### config.mk
export PLATFORM = sky130hd
export DESIGN_NAME = branch_cond_unit
export DESIGN_NICKNAME = d
export VERILOG_FILES = /design/src/rtl/branch_pkg.sv /design/src/rtl/branch_cond_eval.sv /design/src/rtl/branch_cond_unit.sv
export SDC_FILE = /design/constraint.sdc
export NUM_CORES = 1
export LEC_CHECK = 0
export BUFFER_PORTS_ARGS = -buffer_cell sky130_fd_sc_hd__buf_2
export CAP_MARGIN = 0
export CORE_MARGIN = 2
export CORE_UTILIZATION = 47
export CTS_CLUSTER_SIZE = 20
export DETAILED_ROUTE_END_ITERATION = 8
export HOLD_SLACK_MARGIN = 0.1
export PLACE_DENSITY_LB_ADDON = 0.08
export SETUP_SLACK_MARGIN = 0.02
export SYNTH_ARGS = -nofsm -noshare
export SYNTH_HDL_FRONTEND = slang
export SYNTH_SLANG_ARGS = --single-unit
### constraint.sdc
create_clock -name clock -period 3 [get_ports clock]
set_clock_uncertainty 0.15 [all_clocks]
set_input_delay 0.15 -clock clock [delete_from_list [all_inputs] [get_ports clock]]
set_output_delay 0.15 -clock clock [all_outputs]
set_load 0.05 [all_outputs]
### src/rtl/branch_pkg.sv
`default_nettype none
// ============================================================================
// Module      : branch_pkg
// Description : Shared condition codes, field width and FSM states for the
//               conditional-branch resolver.
// Revision    : 1.0 - initial release
// ============================================================================
package branch_pkg;

    localparam int COND_W = 4;

    localparam logic [COND_W-1:0] BRZR = 4'b0000;
    localparam logic [COND_W-1:0] BRNZ = 4'b0001;
    localparam logic [COND_W-1:0] BRPL = 4'b0010;
    localparam logic [COND_W-1:0] BRMI = 4'b0011;
    localparam logic [COND_W-1:0] BRGE = 4'b0100;
    localparam logic [COND_W-1:0] BRLE = 4'b0101;
    localparam logic [COND_W-1:0] BRAL = 4'b0110;
    localparam logic [COND_W-1:0] BRNV = 4'b0111;

    typedef enum logic [0:0] {
        IDLE = 1'b0,
        HOLD = 1'b1
    } state_t;

endpackage
`default_nettype wire

### src/rtl/branch_cond_eval.sv
`default_nettype none
// ============================================================================
// Module      : branch_cond_eval
// Description : Combinational branch-condition decoder on a signed operand.
// Revision    : 1.0 - initial release
// ============================================================================
module branch_cond_eval
    import branch_pkg::*;
#(
    parameter int DATA_W = 32
) (
    input  logic [DATA_W-1:0] d,
    input  logic [COND_W-1:0] code,
    output logic              taken,
    output logic              legal
);

    logic w_zero;
    logic w_neg;

    // Sign decisions come from the MSB alone; zero is a full-width test.
    assign w_zero = (d == '0);
    assign w_neg  = d[DATA_W-1];

    always_comb begin
        taken = 1'b0;
        legal = 1'b1;
        case (code)
            BRZR:    taken = w_zero;
            BRNZ:    taken = ~w_zero;
            BRPL:    taken = ~w_neg & ~w_zero;
            BRMI:    taken = w_neg;
            BRGE:    taken = ~w_neg;
            BRLE:    taken = w_neg | w_zero;
            BRAL:    taken = 1'b1;
            BRNV:    taken = 1'b0;
            default: legal = 1'b0;
        endcase
    end

endmodule
`default_nettype wire

### src/rtl/branch_cond_unit.sv
`default_nettype none
// ============================================================================
// Module      : branch_cond_unit
// Description : Registered branch resolver with valid/ack hold and saturating
//               evaluation/taken statistics.
// Revision    : 1.0 - initial release
// ============================================================================
module branch_cond_unit
    import branch_pkg::*;
#(
    parameter int   DATA_W   = 32,
    parameter int   COND_LSB = 19,
    parameter int   CNT_W    = 16,
    parameter logic RESET_Q  = 1'b0
) (
    input  logic              clock,
    input  logic              clear,
    input  logic              con_in,
    input  logic [31:0]       ir,
    input  logic [DATA_W-1:0] d,
    input  logic              con_ack,
    output logic              con_out,
    output logic              con_valid,
    output logic              cond_err,
    output logic              overrun,
    output logic [CNT_W-1:0]  eval_cnt,
    output logic [CNT_W-1:0]  taken_cnt
);

    state_t             r_state;
    logic               r_con_out;
    logic               r_con_valid;
    logic               r_cond_err;
    logic               r_overrun;
    logic [CNT_W-1:0]   r_eval_cnt;
    logic [CNT_W-1:0]   r_taken_cnt;

    state_t             w_state_nxt;
    logic               w_out_nxt;
    logic               w_valid_nxt;
    logic               w_err_nxt;
    logic               w_ovr_nxt;
    logic               w_load;
    logic [CNT_W-1:0]   w_eval_nxt;
    logic [CNT_W-1:0]   w_taken_nxt;

    logic [COND_W-1:0]  w_code;
    logic               w_taken;
    logic               w_legal;
    logic               w_unused_ir;

    assign w_code      = ir[COND_LSB +: COND_W];
    assign w_unused_ir = ^ir;

    branch_cond_eval #(
        .DATA_W (DATA_W)
    ) u_eval (
        .d      (d),
        .code   (w_code),
        .taken  (w_taken),
        .legal  (w_legal)
    );

    always_comb begin
        w_state_nxt = r_state;
        w_valid_nxt = r_con_valid;
        w_err_nxt   = 1'b0;
        w_ovr_nxt   = 1'b0;
        w_load      = 1'b0;
        case (r_state)
            IDLE: begin
                if (con_in) begin
                    if (w_legal) begin
                        w_load      = 1'b1;
                        w_valid_nxt = 1'b1;
                        w_state_nxt = HOLD;
                    end else begin
                        w_err_nxt   = 1'b1;
                    end
                end
            end
            HOLD: begin
                if (con_ack) begin
                    if (con_in && w_legal) begin
                        w_load      = 1'b1;
                    end else begin
                        // An illegal strobe alongside ack still releases the result.
                        w_state_nxt = IDLE;
                        w_valid_nxt = 1'b0;
                        w_err_nxt   = con_in;
                    end
                end else if (con_in) begin
                    w_ovr_nxt = 1'b1;
                end
            end
            default: begin
                w_state_nxt = IDLE;
                w_valid_nxt = 1'b0;
            end
        endcase

        w_out_nxt   = w_load ? w_taken : r_con_out;
        w_eval_nxt  = r_eval_cnt;
        w_taken_nxt = r_taken_cnt;
        if (w_load && (r_eval_cnt != '1))
            w_eval_nxt = r_eval_cnt + 1'b1;
        if (w_load && w_taken && (r_taken_cnt != '1))
            w_taken_nxt = r_taken_cnt + 1'b1;
    end

    always_ff @(posedge clock or negedge clear) begin
        if (!clear) begin
            r_state     <= IDLE;
            r_con_out   <= RESET_Q;
            r_con_valid <= 1'b0;
            r_cond_err  <= 1'b0;
            r_overrun   <= 1'b0;
            r_eval_cnt  <= '0;
            r_taken_cnt <= '0;
        end else begin
            r_state     <= w_state_nxt;
            r_con_out   <= w_out_nxt;
            r_con_valid <= w_valid_nxt;
            r_cond_err  <= w_err_nxt;
            r_overrun   <= w_ovr_nxt;
            r_eval_cnt  <= w_eval_nxt;
            r_taken_cnt <= w_taken_nxt;
        end
    end

    assign con_out   = r_con_out;
    assign con_valid = r_con_valid;
    assign cond_err  = r_cond_err;
    assign overrun   = r_overrun;
    assign eval_cnt  = r_eval_cnt;
    assign taken_cnt = r_taken_cnt;

endmodule
`default_nettype wire
==> results of run 1 <==
-- logic make-up (layout without fill, tap and decap cells) --
group,count (synthesis),in the layout,share of synthesized area
AOI/OAI and AO/OA,11,11,0.0368
DFF,37,37,0.505
muxes,5,5,0.0300
buffers and inverters,8,95,0.0218
adders and majority gates,2,2,0.0136
and+or+nand+nor,86,86,0.259
xor gates and xnor gates,28,28,0.134
-- cell usage in the layout, fill, tap and decap left out, types with 4 or more instances in the layout --
| cell type | synthesis | final |
|---|---|---|
| a21oi_1 | 4 | 4 |
| and3_1 | 6 | 6 |
| buf_2 | 2 | 75 |
| clkbuf_8 | 0 | 5 |
| dfrtp_1 | 37 | 37 |
| dlygate4sd3_1 | 0 | 6 |
| inv_1 | 5 | 5 |
| mux2_2 | 4 | 4 |
| nand2_1 | 20 | 20 |
| nand3_1 | 8 | 8 |
| nand3_2 | 5 | 5 |
| nand4_1 | 12 | 12 |
| nor2_1 | 13 | 13 |
| nor4_1 | 8 | 8 |
| xnor2_1 | 24 | 24 |
| xor2_1 | 4 | 4 |
-- power by group --
part / total, mW / switching [mW] / internal (mW) / leakage [nW]
sequential: 0.658 / 0.0844 / 0.573 / 0.485
clock: 0.330 / 0.169 / 0.161 / 0.0450
combinational: 0.519 / 0.368 / 0.151 / 0.652
total: 1.51 / 0.622 / 0.885 / 1.18
-- final timing paths --
kind	slack [ps]	to	cells after the start	startpoint
worst max-delay path	750	eval_cnt[9]	8	ir[22]
worst min-delay path	320	con_out	1	con_out
worst max register to register	820	eval_cnt[9]	7	eval_cnt[0]
min in group asynchronous	340	taken_cnt[10]	2	clear
max in group asynchronous	1860	eval_cnt[14]	2	clear
worst min register to register	320	con_out	1	con_out
-- layout make-up --
| class | instances | area [µm²] |
|---|---|---|
| Clock buffer | 6 | 72.6 |
| Clock inverter | 2 | 10.0 |
| Fill cell | 334 | 1320 |
| Inverter | 5 | 18.8 |
| Multi-Input combinational cell | 132 | 868 |
| Sequential cell | 37 | 926 |
| Tap cell | 48 | 60.1 |
| Timing Repair Buffer | 82 | 443 |
-- what timing repair did --
item,in CTS,in global routing
endpoints found under the setup margin,0,0
hold endpoints to repair,41,0
hold buffers,6,0
-- registers in the layout, summed over array words and instances (netlist names) --
register   cells
con_out        1
con_valid      1
overrun        1
r_state        1
eval_cnt      16
cond_err       1
taken_cnt     16
-- layer usage --
layer / GRT usage / up-vias
met4: 0.0485 / 0
met3: 0.0693 / 4
met1: 0.249 / 767
li1: - / 793
met5: 0 / -
met2: 0.328 / 46
-- synthesized netlist by cell type, drive strengths merged, types with 2 or more instances --
cell    count  area share
a21oi       4       0.011
and3        6       0.020
buf         3       0.012
dfrtp      37        0.50
ha          2       0.014
inv         5       0.010
mux2        4       0.025
nand2      20       0.041
nand3      13       0.049
nand4      12       0.041
nand4b      2      0.0096
nor2       13       0.027
nor2b       2      0.0068
nor3        2      0.0055
nor3b       2      0.0082
nor4        8       0.027
o21ai       2      0.0055
or3         2      0.0068
xnor2      24        0.11
xor2        4       0.019
-- per-stage QoR --
step	power (mW)	utilization	setup WS, ps	instances
after global routing	1.60	0.645	568	312
after floorplan	1.04	-	635	177
after detailed placement	1.18	0.607	809	298
final	1.51	0.645	755	312
after CTS	1.52	0.645	744	312
after global placement	1.18	0.607	834	298
==> results.md, run 1 <==
- Status: finished, final reports clean
- Met3 wire len: 244 µm
- FF+latch count, synth: 37
- P_leak: roughly 1.2 nW
- Vias in the first global route: roughly 1500
- Worst path cell trace: dlygate4sd3_1 > buf_2 > nor2b_1 > nand2_1 > a31o_2 > nor3_1 > nand3_1 > xnor2_1
- CTS Buffer Depth: 2
- CP Max Fanout: 5
- Final Max Tran Viols: 0
- Starting Density: 0.494
- Hold WS: 323 ps
- Delay-heaviest family, CP: simple AND/OR/NAND/NOR gates
- Worst path bufs/invs: 2
- Critical path capture point type: flop
- Max-Cap Viols: 0
- Clock-pin slew on the worst setup and hold paths: 70 ps
- Total number of vias: approximately 1600
- Total number of H-tree levels: 2
- RePlAce Congestion: approximately 0.74
- Worst endpoint required time: 3020 ps
- Mapped Cells: around 180
- Routed WL: roughly 3900 µm
- Metal1 wirelength: between 1500 and 2000 µm
- Worst setup SP type: input pin
- First-pass GRT wire length: around 6600 µm
- VDD IR max: approximately 0.00061 V
- Critical path type: in2reg
- Crit-path max cell delay: between 500 and 600 ps
- Avg Cell Area, Syn: around 10 µm²
- Sequential-to-total area share from yosys stat: 0.505
- Finished layout cell area: between 2000 and 2500 µm²
- Std-Cell Rows: 22
- TritonCTS clock tree: built
- Die area: 4420 µm²
- Clock latency on the worst-skew pair: 290 ps
- CP arrival: 2270 ps
- Layout cells sized above 1: 0.356
- CP max-delay cell: nor3_1
- Clock sinks: 37
- Number of synthesized flops with an enable pin: 0
- DR WL/cell: roughly 12 µm
- Hold Path Class: reg2reg
- Actual slew at the worst max-slew pin: around 800 ps
- Grt ovf: 0
- P&R area growth vs syn: 30.8%
- Placeable Area: approximately 3700 µm²
- Post-route setup TNS: 0 ps
- Largest net degree at the start of global routing: 38
- Setup violators final: 0
- Number of vias per cell: 5.16
- DR DRC count: 0
- Final worst path period share: 0.748
- All-Layer GR Usage: 0.198
- Drt pass-1 iters: 4
- Post-CTS setup buffers: 0
- Post-Syn Area: 1830 µm²
- Quantity of gates resized following cts: 0
- Syn Nets: ~250
- Met2 WL post-DR: between 1500 and 2000 µm
- PortBufs: 75
- Num ports: about 100
- Synth unique cells: 32
- Post-synth top flop: dfrtp_1
- Min cycle time layout: around 2200 ps
- Chip Height: ~66 µm
- Initial antenna violation count: 0
- Die X: around 66 µm
- Top layer in use: met4
- Yosys warning total: 0
- RSZ-0062 raised after global routing: false
- Share of synthesized registers carrying an async set or reset: 1.00
- Rel. slew slack: 0.469
- Cts bufs inserted: 5
- N_diodes: 0
- Clk root buf: clkbuf_8
- DP Area: 2260 µm²
- Initial drt markers: 63
- Antenna-violating nets left: 0
- Final nets: between 300 and 400
- PD cells: 628 nW/µm²
- Fmax: between 0.4 and 0.5 GHz
- Fin. Hold Viols: 0
- DPL Wire Length: just under 3000 µm
Note: power is estimated with default switching activity, not from simulation.
==> run 2: changes to the inputs <==
Settings changed: CORE_UTILIZATION 47 to 44.
Clock period 3 ns to 2.18 ns, I/O delays scaled along.
==> results.md, run 2 (synthesized netlist as in run 1, its figures left out) <==
- Status: finished, final reports clean
- Rel. slew slack: 0.766
- Final nets: roughly 340
- DP Area: ~2300 µm²
- Cts bufs inserted: 5
- Most common cell after layout, fill and taps aside: buf_2
- Starting Density: 0.459
- Number of vias per cell: 5.14
- Post-route setup TNS: 0 ps
- RSZ-0062 raised after global routing: false
- Clock latency on the worst-skew pair: 280 ps
- Antenna-violating nets left: 0
- Sequential cell area: 932 µm²
- CP arrival: roughly 2000 ps
- Min cycle time layout: roughly 2000 ps
- R2R cell count: 6
- Routed WL: 4030 µm
- Clk root buf: clkbuf_8
- Global routing usage on met1: 0.228
- M2 GR Usage: 0.299
- TritonCTS clock tree: built
- Vias in the first global route: ~1400
- Post-CTS setup buffers: 0
- RePlAce Congestion: 0.732
- Setup violators final: 0
- Fmax: 0.499 GHz
- Most frequent cells in the layout: buf_2, dfrtp_1, xnor2_1
- Max-Cap Viols: 0
- CTS Buffer Depth: 2
- CP Max Fanout: 9
- PD cells: 875 nW/µm²
- DR WL/cell: around 13 µm
- Final worst path period share: 0.919
- P_leak: around 1.2 nW
- Total number of H-tree levels: 2
- Grt ovf: 0
- Worst R2R Start: taken_cnt[7]
- Die X: around 69 µm
- Pwr Total: 2.16 mW
- Critical path type: in2reg
- Worst endpoint required time: between 2000 and 2500 ps
- Critical path capture point type: flop
- Placeable Area: around 4000 µm²
- Top Usage Layer GRT: met2
- FF-to-FF setup slack: roughly 200 ps
- Clock sinks: 37
- Actual slew at the worst max-slew pin: 350 ps
- DPL Wire Length: between 3000 and 4000 µm
- Met3 Use GR: 0.0438
- Largest net degree at the start of global routing: 25
- Fill count: between 300 and 400
- Initial antenna violation count: 0
- First-pass GRT wire length: 6170 µm
- Initial drt markers: between 40 and 50
- N_diodes: 0
- Fin. Hold Viols: 0
- Finished layout cell area: roughly 2500 µm²
- R2r endpoint: taken_cnt[1]
- All-Layer GR Usage: 0.179
- Hold Path Class: in2async
- Worst setup SP type: input pin
- Pre-CTS setup slack: 144 ps
- Total number of vias: approximately 1600
- Final Max Tran Viols: 0
- Std-Cell Rows: 23
- Final core utilization: 0.616
- Drt pass-1 iters: 4
- PortBufs: 75
- Clock-pin slew on the worst setup and hold paths: 70 ps
- Placed cell count: 303
- DR DRC count: 0
- Die area: roughly 4700 µm²
- Multi-input logic area: between 800 and 900 µm²
- VDD IR max: about 0.00080 V
- P&R area growth vs syn: 34.3%
- Num ports: around 100
- Finished Layout Cells: between 300 and 400
- Chip Height: roughly 69 µm
- Setup WS post-layout: 178 ps
- Hold WS: 111 ps
- Layout cells sized above 1: 0.390
-- run 2: cell count changes in the layout (fill, tap and decap cells not counted), sizes merged --
cell | before | now
clkbuf | 6 | 7
buf | 76 | 79
clkinv | 2 | 1
-- run 2: power breakdown --
group / internal [mW] / total, mW / switching, mW
combinational: 0.214 / 0.725 / 0.512
clock: 0.286 / 0.515 / 0.229
sequential: 0.793 / 0.915 / 0.123
-- run 2: critical path, stage by stage --
cell           delay (ps)
dlygate4sd3_1         530
buf_2                 140
nor2b_1               140
nand2_1               160
a211oi_1              220
mux2_4                250
buf_4                 190
nand4b_1              130
xnor2_1               150
-- run 2: final cells by class --
cell class	count	area share
repair buffers	85	0.189
multi-input cells	132	0.359
clock buffers	7	0.0391
inverters	5	0.00762
clock inverters	1	0.00203
flip-flops and latches	37	0.378
well taps	50	0.0254
-- run 2: worst max-delay path by stage --
stage          slack, ps         start            end  cells past startpoint
2_1_floorplan        -50  taken_cnt[2]   taken_cnt[1]                      6
3_3_place_gp         180         d[16]   taken_cnt[1]                      7
3_5_place_dp         140   eval_cnt[0]    eval_cnt[9]                      7
4_1_cts              120        ir[22]    eval_cnt[9]                      8
5_1_grt               50        con_in  taken_cnt[13]                      9
6_report             180        ir[22]  taken_cnt[13]                      9
-- run 2: repair_timing --
action                                  CTS  global route
hold buffers                              6             0
endpoints found under the hold margin    41             0
resized for setup                         0             2
endpoints found under the setup margin    0             3
-- run 2: layer usage --
layer / wire, µm / vias up
li1: - / 800
met1: 1820 / 753
met2: 1790 / 72
met3: 385 / 4
met4: 36 / 0
met5: 0 / -
